[src/rtl/minmax_frame_tracker_pkg.sv]
// Shared types and default sizes for the min/max frame tracker.
// Latency: none, declarations only.
// Backpressure: not applicable.
package minmax_pkg;

    localparam int DEF_WIDTH = 8;
    localparam int DEF_CNT_W = 8;

    // IDLE: no frame open, ACCUM: frame open, HOLD: result waiting for downstream
    typedef enum logic [1:0] {
        IDLE  = 2'd0,
        ACCUM = 2'd1,
        HOLD  = 2'd2
    } state_t;

endpackage

[src/rtl/minmax_frame_tracker_if.sv]
// Sample-in / result-out bundle for the min/max frame tracker.
// Latency: none, wiring only.
// Backpressure: s_ready gates samples, m_ready releases the held result.
interface minmax_frame_tracker_if
    import minmax_pkg::*;
#(
    parameter int WIDTH = DEF_WIDTH,
    parameter int CNT_W = DEF_CNT_W
);
    logic             s_valid;
    logic             s_ready;
    logic [WIDTH-1:0] s_data;
    logic             s_last;
    logic             clear;
    logic             m_valid;
    logic             m_ready;
    logic [WIDTH-1:0] m_min;
    logic [WIDTH-1:0] m_max;
    logic [CNT_W-1:0] m_min_idx;
    logic [CNT_W-1:0] m_max_idx;
    logic [CNT_W-1:0] m_count;
    logic             m_ovf;

    // tracker side
    modport slave (
        input  s_valid, s_data, s_last, clear, m_ready,
        output s_ready, m_valid, m_min, m_max, m_min_idx, m_max_idx, m_count, m_ovf
    );

    // producer / consumer side
    modport master (
        output s_valid, s_data, s_last, clear, m_ready,
        input  s_ready, m_valid, m_min, m_max, m_min_idx, m_max_idx, m_count, m_ovf
    );

endinterface

[src/rtl/minmax_cmp_update.sv]
// Folds one sample into running min/max and their positions; ties keep the earlier index.
// Latency: combinational.
// Backpressure: none, pure function of its inputs.
module minmax_cmp_update #(
    parameter int WIDTH = 8,
    parameter int CNT_W = 8
) (
    input  logic [WIDTH-1:0] cur_min,
    input  logic [WIDTH-1:0] cur_max,
    input  logic [CNT_W-1:0] cur_min_idx,
    input  logic [CNT_W-1:0] cur_max_idx,
    input  logic [WIDTH-1:0] sample,
    input  logic [CNT_W-1:0] pos,
    output logic [WIDTH-1:0] upd_min,
    output logic [WIDTH-1:0] upd_max,
    output logic [CNT_W-1:0] upd_min_idx,
    output logic [CNT_W-1:0] upd_max_idx
);

    // strict compares so an equal later sample never moves the index
    always_comb begin
        upd_min     = cur_min;
        upd_max     = cur_max;
        upd_min_idx = cur_min_idx;
        upd_max_idx = cur_max_idx;
        if (sample < cur_min) begin
            upd_min     = sample;
            upd_min_idx = pos;
        end
        if (sample > cur_max) begin
            upd_max     = sample;
            upd_max_idx = pos;
        end
    end

endmodule

[src/rtl/minmax_frame_tracker.sv]
// Tracks per-frame min/max values, their positions and sample count; saturating count with sticky overflow.
// Latency: result valid the cycle after the last sample is accepted.
// Backpressure: s_ready low while a result is held; result held stable until m_ready.
module minmax_frame_tracker
    import minmax_pkg::*;
#(
    parameter int WIDTH = DEF_WIDTH,
    parameter int CNT_W = DEF_CNT_W
) (
    input  logic                  clk,
    input  logic                  rst_n,
    minmax_frame_tracker_if.slave bus
);

    localparam logic [CNT_W-1:0] CNT_MAX = '1;

    state_t state, state_nxt;

    // running accumulators for the open frame
    logic [WIDTH-1:0] acc_min, acc_max;
    logic [CNT_W-1:0] acc_min_idx, acc_max_idx, acc_cnt;
    logic             acc_ovf;

    // accumulator values after folding in the current sample
    logic [WIDTH-1:0] nxt_min, nxt_max;
    logic [CNT_W-1:0] nxt_min_idx, nxt_max_idx, nxt_cnt;
    logic             nxt_ovf;

    logic [WIDTH-1:0] upd_min, upd_max;
    logic [CNT_W-1:0] upd_min_idx, upd_max_idx;

    logic accept, acc_load, out_load;

    assign accept = bus.s_valid & bus.s_ready;

    minmax_cmp_update #(
        .WIDTH (WIDTH),
        .CNT_W (CNT_W)
    ) u_cmp (
        .cur_min     (acc_min),
        .cur_max     (acc_max),
        .cur_min_idx (acc_min_idx),
        .cur_max_idx (acc_max_idx),
        .sample      (bus.s_data),
        .pos         (acc_cnt),
        .upd_min     (upd_min),
        .upd_max     (upd_max),
        .upd_min_idx (upd_min_idx),
        .upd_max_idx (upd_max_idx)
    );

    // first sample of a frame seeds everything; later samples fold in, count saturates and flags overflow
    always_comb begin
        nxt_min     = upd_min;
        nxt_max     = upd_max;
        nxt_min_idx = upd_min_idx;
        nxt_max_idx = upd_max_idx;
        nxt_cnt     = (acc_cnt == CNT_MAX) ? acc_cnt : acc_cnt + 1'b1;
        nxt_ovf     = acc_ovf | (acc_cnt == CNT_MAX);
        if (state == IDLE) begin
            nxt_min     = bus.s_data;
            nxt_max     = bus.s_data;
            nxt_min_idx = '0;
            nxt_max_idx = '0;
            nxt_cnt     = CNT_W'(1);
            nxt_ovf     = 1'b0;
        end
    end

    // state register, reset forces IDLE so m_valid drops immediately
    always_ff @(posedge clk or negedge rst_n) begin
        if (!rst_n) state <= IDLE;
        else        state <= state_nxt;
    end

    // next state: clear only aborts an open frame and wins over a same-cycle sample
    always_comb begin
        state_nxt = state;
        case (state)
            IDLE:  if (accept) state_nxt = bus.s_last ? HOLD : ACCUM;
            ACCUM: begin
                if (bus.clear)                 state_nxt = IDLE;
                else if (accept && bus.s_last) state_nxt = HOLD;
            end
            HOLD:  if (bus.m_ready)            state_nxt = IDLE;
            default:                           state_nxt = IDLE;
        endcase
    end

    // handshake outputs and load strobes
    always_comb begin
        bus.s_ready = (state != HOLD);
        bus.m_valid = (state == HOLD);
        acc_load    = accept && !((state == ACCUM) && bus.clear);
        out_load    = acc_load && bus.s_last;
    end

    // accumulators follow every sample that is not cancelled by clear
    always_ff @(posedge clk or negedge rst_n) begin
        if (!rst_n) begin
            acc_min     <= '0;
            acc_max     <= '0;
            acc_min_idx <= '0;
            acc_max_idx <= '0;
            acc_cnt     <= '0;
            acc_ovf     <= 1'b0;
        end else if (acc_load) begin
            acc_min     <= nxt_min;
            acc_max     <= nxt_max;
            acc_min_idx <= nxt_min_idx;
            acc_max_idx <= nxt_max_idx;
            acc_cnt     <= nxt_cnt;
            acc_ovf     <= nxt_ovf;
        end
    end

    // result registers capture only on the last sample, so they stay put outside HOLD
    always_ff @(posedge clk or negedge rst_n) begin
        if (!rst_n) begin
            bus.m_min     <= '0;
            bus.m_max     <= '0;
            bus.m_min_idx <= '0;
            bus.m_max_idx <= '0;
            bus.m_count   <= '0;
            bus.m_ovf     <= 1'b0;
        end else if (out_load) begin
            bus.m_min     <= nxt_min;
            bus.m_max     <= nxt_max;
            bus.m_min_idx <= nxt_min_idx;
            bus.m_max_idx <= nxt_max_idx;
            bus.m_count   <= nxt_cnt;
            bus.m_ovf     <= nxt_ovf;
        end
    end

endmodule

[src/flat_wrapper.sv]
// flat-port wrapper written by rule: the top's interface ports become plain ports
module minmax_frame_tracker_flat import minmax_pkg::*;
#(
    parameter int WIDTH = DEF_WIDTH,
    parameter int CNT_W = DEF_CNT_W
)
  (clk, rst_n, bus_s_valid, bus_s_data, bus_s_last, bus_clear, bus_m_ready, bus_s_ready, bus_m_valid, bus_m_min, bus_m_max, bus_m_min_idx, bus_m_max_idx, bus_m_count, bus_m_ovf);
  minmax_frame_tracker_if #(.WIDTH(WIDTH), .CNT_W(CNT_W)) bus_i ();
  input  logic clk;
  input  logic rst_n;
  input wire logic [$bits(bus_i.s_valid)-1:0] bus_s_valid;
  input wire logic [$bits(bus_i.s_data)-1:0] bus_s_data;
  input wire logic [$bits(bus_i.s_last)-1:0] bus_s_last;
  input wire logic [$bits(bus_i.clear)-1:0] bus_clear;
  input wire logic [$bits(bus_i.m_ready)-1:0] bus_m_ready;
  output wire logic [$bits(bus_i.s_ready)-1:0] bus_s_ready;
  output wire logic [$bits(bus_i.m_valid)-1:0] bus_m_valid;
  output wire logic [$bits(bus_i.m_min)-1:0] bus_m_min;
  output wire logic [$bits(bus_i.m_max)-1:0] bus_m_max;
  output wire logic [$bits(bus_i.m_min_idx)-1:0] bus_m_min_idx;
  output wire logic [$bits(bus_i.m_max_idx)-1:0] bus_m_max_idx;
  output wire logic [$bits(bus_i.m_count)-1:0] bus_m_count;
  output wire logic [$bits(bus_i.m_ovf)-1:0] bus_m_ovf;
  assign bus_i.s_valid = bus_s_valid;
  assign bus_i.s_data = bus_s_data;
  assign bus_i.s_last = bus_s_last;
  assign bus_i.clear = bus_clear;
  assign bus_i.m_ready = bus_m_ready;
  assign bus_s_ready = bus_i.s_ready;
  assign bus_m_valid = bus_i.m_valid;
  assign bus_m_min = bus_i.m_min;
  assign bus_m_max = bus_i.m_max;
  assign bus_m_min_idx = bus_i.m_min_idx;
  assign bus_m_max_idx = bus_i.m_max_idx;
  assign bus_m_count = bus_i.m_count;
  assign bus_m_ovf = bus_i.m_ovf;
  minmax_frame_tracker #(.WIDTH(WIDTH), .CNT_W(CNT_W)) u_core (.clk(clk), .rst_n(rst_n), .bus(bus_i));
endmodule
[config.mk]
export PLATFORM = sky130hd
export DESIGN_NAME = minmax_frame_tracker_flat
export DESIGN_NICKNAME = d
export VERILOG_FILES = /design/src/rtl/minmax_frame_tracker_pkg.sv /design/src/rtl/minmax_frame_tracker_if.sv /design/src/rtl/minmax_cmp_update.sv /design/src/rtl/minmax_frame_tracker.sv /design/src/flat_wrapper.sv
export SDC_FILE = /design/constraint.sdc
export NUM_CORES = 1
export LEC_CHECK = 0
export CORE_ASPECT_RATIO = 0.9
export CORE_MARGIN = 5
export CORE_UTILIZATION = 40
export CTS_BUF_LIST = sky130_fd_sc_hd__clkbuf_4 sky130_fd_sc_hd__clkbuf_8
export DETAILED_ROUTE_END_ITERATION = 7
export GPL_ROUTABILITY_DRIVEN = 0
export PLACE_DENSITY_LB_ADDON = 0.05
export SETUP_SLACK_MARGIN = 0.15
export SYNTH_ARGS = -nofsm -noshare
export SYNTH_HDL_FRONTEND = slang
export SYNTH_SLANG_ARGS = --single-unit
[constraint.sdc]
create_clock -name clk -period 4.67 [get_ports clk]
set_clock_uncertainty 0.2 [all_clocks]
set_input_delay 0.934 -clock clk [delete_from_list [all_inputs] [get_ports clk]]
set_output_delay 0.934 -clock clk [all_outputs]
set_load 0.02 [all_outputs]
==> results.sh, run 1 <==
export IMPL_synth_cell_area_sq_um=4260
export IMPL_path_delay_family="simple AND/OR/NAND/NOR gates"
export IMPL_drt_iter0_markers=172
export IMPL_cts_root_buf="clkbuf_8"
export IMPL_grt_pass1_wl_um=18200
export IMPL_max_stage_delay_ns=0.59
export IMPL_cts_resized=0
export IMPL_finalCritPeriodShare=0.786
export IMPL_rows=35
export IMPL_antenna_found_initial=0
export IMPL_h_tree_depth=3
export IMPL_p_leak_nw=2.13
export IMPL_drv_slew=0
export IMPL_cts_buffers=9
export IMPL_grt_setup_unrepaired="false"
export IMPL_post_route_drc_count=0
export IMPL_grt_ovfl_total=0
export IMPL_cts_tree="yes"
export IMPL_finalPower_mw=2.63
export IMPL_clk_pin_slew_ns=0.08
export IMPL_r2r_setup_slack_ns=1.75
export IMPL_yosysUniqueCellTypes=51
export IMPL_critPathBufInv=1
export IMPL_dieArea_sq_um=12800
export IMPL_wl_um=11100
export IMPL_yosysWarnings=0
export IMPL_initial_core_util=0.412
export IMPL_irDropWorstVdd_mv=0.244
export IMPL_area_growth_pct=19.2
export IMPL_core_area_sq_um=10300
export IMPL_final_min_clock_period_ns=3.67
export IMPL_ys_seq_area_frac=0.493
export IMPL_synth_edf_count=0
export IMPL_diodes=0
export IMPL_crit_slowest_cell="a211o_1"
export IMPL_yosys_top_cells_area="dfrtp_1 49%, ha_1 4.7%, mux2_2 4.0%"
export IMPL_max_freq_ghz=0.272
export IMPL_yosysTopAreaCellShare=0.493
export IMPL_avgSynthCellArea_sq_um=10.5
export IMPL_hold_viol_final=0
export IMPL_clkPwrFrac=0.185
export IMPL_p_sw_mw=1.06
export IMPL_drive_gt1_frac=0.114
export IMPL_io_pins=57
export IMPL_maxCapViolCount=0
export IMPL_ant_nets=0
export IMPL_sw_frac_of_total=0.402
export IMPL_worst_pin_slew_ns=0.886
export IMPL_totalNegativeSetupSlack_ns=0
export IMPL_grt_pass1_vias=3407
export IMPL_die_width_um=119
export IMPL_clock_sink_count=84
export IMPL_layout_nets=483
export IMPL_power_share_sequential=0.394
export IMPL_endpoint_kind="register"
export IMPL_post_cts_buffers=0
export IMPL_path_class="primary input to register"
export IMPL_setup_violations=0
export IMPL_cts_hold_buf=0
export IMPL_cp_data_required_time_ns=4.73
export IMPL_placedInstanceArea_sq_um=4900
export IMPL_grt_usage=0.181
export IMPL_relSlewSlack=0.409
export IMPL_postLayoutCoreUtil=0.492
export IMPL_finalInstanceArea_sq_um=5080
export IMPL_die_y_um=108
export IMPL_regArea_sq_um=2100
export IMPL_p_per_area_nw_per_um2=518
export IMPL_fillers=1002
export IMPL_worst_slack_ns=0.999
export IMPL_status="finished clean"
export IMPL_critPathLaunchType="primary input"
export IMPL_vias=3325
export IMPL_routedWlPerCell_um=18.9
export IMPL_syn_num_nets=437
export IMPL_via_per_inst=5.66
export IMPL_io_buffers=56
export IMPL_yosysTopAreaCell="dfrtp_1"
export IMPL_cp_data_arrival_time_ns=3.73
export IMPL_cp_cell_sequence="clkdlybuf4s50_1 -> ha_1 -> nand4_1 -> nor2_1 -> a211o_1 -> nand2_1 -> a32o_1"
export IMPL_synth_main_ff_cell="dfrtp_1"
export IMPL_p_int_mw=1.57
export IMPL_async_flop_share=1.00
export IMPL_syn_inst=407
export IMPL_hold_class="register to register"
export IMPL_crit_fanout=17
export IMPL_dr_pass1_iters=4
export IMPL_hpwl_um=7570
export IMPL_dp_slack_ns=0.664
export IMPL_power_frac_comb=0.421
export IMPL_grt_max_degree=56
export IMPL_ys_seq_elements=84
export IMPL_multi_input_area_sq_um=1960
export IMPL_worstSkewPairLatency_ns=0.36
export IMPL_clockBufferDepth=2
==> kinds of logic after synthesis <==
group           Yosys count  synth area share
simple gates            120             0.142
compound gates          113             0.199
flops                    84             0.493
buf+inv                  45            0.0476
mux                      25            0.0631
fa+ha+maj                16            0.0470
xor+xnor                  4           0.00822
==> cell type report <==
type                    instances  area share
clock inverters                 4     0.00493
multi-input cells             278       0.387
well taps                     129      0.0318
repair buffers                 63       0.120
inverters                      17      0.0126
flip-flops and latches         84       0.414
clock buffers                  12      0.0300
==> synth_stat cells, types with 2 or more instances <==
cell type / number
inv_1: 17
nand4_1: 20
a31oi_1: 10
nand3_1: 10
clkbuf_1: 16
xnor2_1: 3
nand2_1: 45
nor2_1: 26
buf_2: 6
o21a_1: 2
ha_1: 16
o21ai_0: 16
dfrtp_1: 84
mux2_2: 15
o211a_1: 2
o31ai_1: 11
mux2i_1: 10
nand2b_1: 3
buf_4: 5
a22o_1: 13
a32o_1: 9
nor3_1: 2
nand4b_1: 2
a21oi_1: 20
o211ai_1: 18
==> worst reg2reg max path, stage by stage (launching register included) <==
cell	delay [ns]
dfrtp_1	0.40
inv_1	0.06
ha_1	0.29
nand4_1	0.23
nor2_1	0.33
a211o_1	0.59
nand2_1	0.36
a32o_1	0.35
==> placed cells by master, fill, tap and decap left out, types with 16 or more instances in the layout <==
master	instances
nand4_1	20
o211ai_1	18
ha_1	16
nand2_1	45
dfrtp_1	84
inv_1	17
clkdlybuf4s50_1	55
nor2_1	26
o21ai_0	16
a21oi_1	20
==> state kept, by name, summed over array words and instances, names as in the netlist <==
register              cells
u_core.acc_cnt            8
u_core.acc_max            8
u_core.acc_max_idx        8
u_core.acc_min            8
u_core.acc_min_idx        8
u_core.acc_ovf            1
u_core.bus.m_count        8
u_core.bus.m_max          8
u_core.bus.m_max_idx      8
u_core.bus.m_min          8
u_core.bus.m_min_idx      8
u_core.bus.m_ovf          1
u_core.state              2
==> power groups by stage <==
stage	clock network (mW)	registers, mW	logic (mW)
floorplan	0	1.10	0.641
finish	0.487	1.04	1.11
global placement	0	1.05	1.10
detailed placement	0	1.05	1.11
global route	0.534	1.06	1.22
CTS	0.503	1.04	1.12
==> per-stage QoR <==
step | cells | hold slack (ns)
floorplan | 407 | 0.265
global placement | 571 | 0.274
detailed placement | 571 | 0.277
CTS | 587 | 0.303
global route | 587 | 0.319
finish | 587 | 0.296
==> metal layers <==
layer | share of wire | track usage
met5 | 0 | 0
met4 | 0.012 | 0.0488
met3 | 0.050 | 0.0457
met2 | 0.43 | 0.262
met1 | 0.51 | 0.269
==> final timing paths <==
check | start | to | depth (start not counted)
hold / removal | u_core.bus.m_count[1]$_DFFE_PN0P_ | u_core.bus.m_count[1]$_DFFE_PN0P_ | 2
hold reg to reg | u_core.bus.m_count[1]$_DFFE_PN0P_ | u_core.bus.m_count[1]$_DFFE_PN0P_ | 2
setup / recovery | bus_s_data[7] | u_core.acc_max_idx[6]$_DFFE_PN0P_ | 7
setup reg to reg | u_core.acc_max[5]$_DFFE_PN0P_ | u_core.acc_max_idx[6]$_DFFE_PN0P_ | 7
min in group asynchronous | rst_n | u_core.bus.m_min[1]$_DFFE_PN0P_ | 1
max in group asynchronous | rst_n | u_core.acc_cnt[1]$_DFFE_PN0P_ | 2
Note: power is estimated with default switching activity, not from simulation.
==> inputs of run 2 (changes only) <==
- clock period: 4.67 -> 3.3 ns (I/O delays scaled with it)
==> run 2 against run 1 <==
Net effect:
- clock power increased by 110%
- setup slack got worse by 0.64 ns
- via count rose by 2.3%
- critical path type unchanged
- largest power group unchanged
- highest routed layer unchanged
==> results.sh, run 2 (synthesized netlist as in run 1, its figures left out) <==
export IMPL_irDropWorstVdd_mv=0.300
export IMPL_r2r_setup_slack_ns=0.89
export IMPL_p_int_mw=2.57
export IMPL_crit_fanout=9
export IMPL_cp_cell_sequence="clkdlybuf4s50_1 -> buf_4 -> ha_1 -> nor2b_1 -> o211ai_1 -> a211oi_2 -> nor2_2 -> buf_4 -> o211ai_1"
export IMPL_status="finished clean"
export IMPL_max_stage_delay_ns=0.67
export IMPL_area_growth_pct=23.6
export IMPL_via_per_inst=5.70
export IMPL_worst_pin_slew_ns=0.757
export IMPL_io_pins=57
export IMPL_wl_met3_um=618
export IMPL_power_share_sequential=0.361
export IMPL_power_frac_comb=0.391
export IMPL_post_route_drc_count=0
export IMPL_grt_max_degree=48
export IMPL_cp_data_required_time_ns=3.37
export IMPL_hpwl_um=7540
export IMPL_p_leak_nw=2.23
export IMPL_initial_core_util=0.412
export IMPL_dr_wl_met2_um=4560
export IMPL_clk_pin_slew_ns=0.09
export IMPL_critPathBufInv=3
export IMPL_cts_tree="yes"
export IMPL_final_min_clock_period_ns=2.94
export IMPL_die_y_um=108
export IMPL_grt_usage=0.175
export IMPL_p_per_area_nw_per_um2=769
export IMPL_layout_common_cells="84 x dfrtp_1, 55 x clkdlybuf4s50_1, 45 x nand2_1"
export IMPL_hold_viol_final=0
export IMPL_finalCritPeriodShare=0.890
export IMPL_drive_gt1_frac=0.132
export IMPL_vias=3400
export IMPL_regArea_sq_um=2100
export IMPL_layout_nets=493
export IMPL_maxCapViolCount=0
export IMPL_cts_root_buf="clkbuf_8"
export IMPL_path_class="primary input to register"
export IMPL_dr_pass1_iters=4
export IMPL_cp_depth=9
export IMPL_die_width_um=119
export IMPL_h_tree_depth=3
export IMPL_relSlewSlack=0.494
export IMPL_antenna_found_initial=0
export IMPL_grt_setup_unrepaired="false"
export IMPL_fillers=983
export IMPL_ant_nets=0
export IMPL_final_common_cell="dfrtp_1"
export IMPL_clock_sink_count=84
export IMPL_critPathLaunchType="primary input"
export IMPL_drv_slew=0
export IMPL_sw_frac_of_total=0.365
export IMPL_core_area_sq_um=10300
export IMPL_grt_pass1_wl_um=18000
export IMPL_worstSkewPairLatency_ns=0.36
export IMPL_io_buffers=56
export IMPL_drt_iter0_markers=154
export IMPL_setup_violations=0
export IMPL_rows=35
export IMPL_highest_layer="met4"
export IMPL_post_cts_buffers=0
export IMPL_grt_pass1_vias=3343
export IMPL_endpoint_kind="register"
export IMPL_diodes=0
export IMPL_wl_um=10800
export IMPL_cts_hold_buf=0
export IMPL_wl_met1_um=5520
export IMPL_path_delay_family="compound AO/OA/AOI/OAI gates"
export IMPL_cts_resized=0
export IMPL_r2r_cells=8
export IMPL_totalNegativeSetupSlack_ns=0
export IMPL_clockBufferDepth=2
export IMPL_cts_buffers=9
export IMPL_p_sw_mw=1.48
export IMPL_cp_data_arrival_time_ns=3.00
export IMPL_clkPwrFrac=0.248
export IMPL_hold_class="primary input to async pin"
export IMPL_finalPower_mw=4.05
export IMPL_dieArea_sq_um=12800
export IMPL_grt_ovfl_total=0
export IMPL_crit_slowest_cell="a211oi_2"
export IMPL_multi_input_area_sq_um=1960
export IMPL_routedWlPerCell_um=18.1
export IMPL_max_freq_ghz=0.340
==> run 2: cell count changes in the layout (fill, tap and decap cells not counted) <==
cell,before,now
clkinv_2,2,0
clkinvlp_4,2,0
bufinv_16,0,4
buf_12,0,1
clkbuf_4,2,1
inv_8,0,1
buf_4,8,17
==> run 2: worst paths after layout <==
| check | start | endpoint |
|---|---|---|
| setup / recovery | bus_s_data[1] | u_core.bus.m_max_idx[1]$_DFFE_PN0P_ |
| hold / removal | rst_n | u_core.bus.m_min[5]$_DFFE_PN0P_ |
| setup reg to reg | u_core.acc_max[6]$_DFFE_PN0P_ | u_core.bus.m_max_idx[1]$_DFFE_PN0P_ |
| hold reg to reg | u_core.bus.m_count[3]$_DFFE_PN0P_ | u_core.bus.m_count[3]$_DFFE_PN0P_ |
| max in group asynchronous | rst_n | u_core.bus.m_count[4]$_DFFE_PN0P_ |
| min in group clk | u_core.bus.m_count[3]$_DFFE_PN0P_ | u_core.bus.m_count[3]$_DFFE_PN0P_ |
==> run 2: layout make-up <==
| cell class | instances | share of cell area |
|---|---|---|
| well taps | 129 | 0.0306 |
| clock buffers | 11 | 0.0276 |
| inverters | 17 | 0.0121 |
| clock inverters | 5 | 0.0249 |
| repair buffers | 73 | 0.133 |
| flip-flops and latches | 84 | 0.399 |
| multi-input cells | 278 | 0.373 |
==> run 2: stage by stage <==
stage               area (sq um)  setup WS [ns]  std cells   util  hold slack (ns)
global placement            4990         0.0174        581  0.483            0.275
detailed placement          4990        0.00847        581  0.483            0.273
CTS                         5270          0.370        597  0.510           0.0833
finish                      5270          0.362        597  0.510           0.0680
global route                5270          0.230        597  0.510            0.114
floorplan                   4260          0.874        407      -            0.164
==> run 2: metal layers <==
metal	vias to the layer above	GRT usage
li1	1622	-
met1	1677	0.264
met2	93	0.247
met3	8	0.0473
met4	0	0.0480
met5	-	0
==> run 2: power by group through the flow <==
stage                     logic (mW)  clock network [mW]  registers (mW)
after detailed placement        1.60                   0            1.48
after global placement          1.58                   0            1.47
after CTS                       1.61                1.03            1.46
after floorplan                0.907                   0            1.56
after global routing            1.75                1.06            1.50
final                           1.59                1.00            1.46
==> inputs of run 3 (changes only) <==
- CAP_MARGIN: unset -> 20
==> results of run 3 <==
Same layout as run 2: the final DEF is identical, and so are final timing and power.
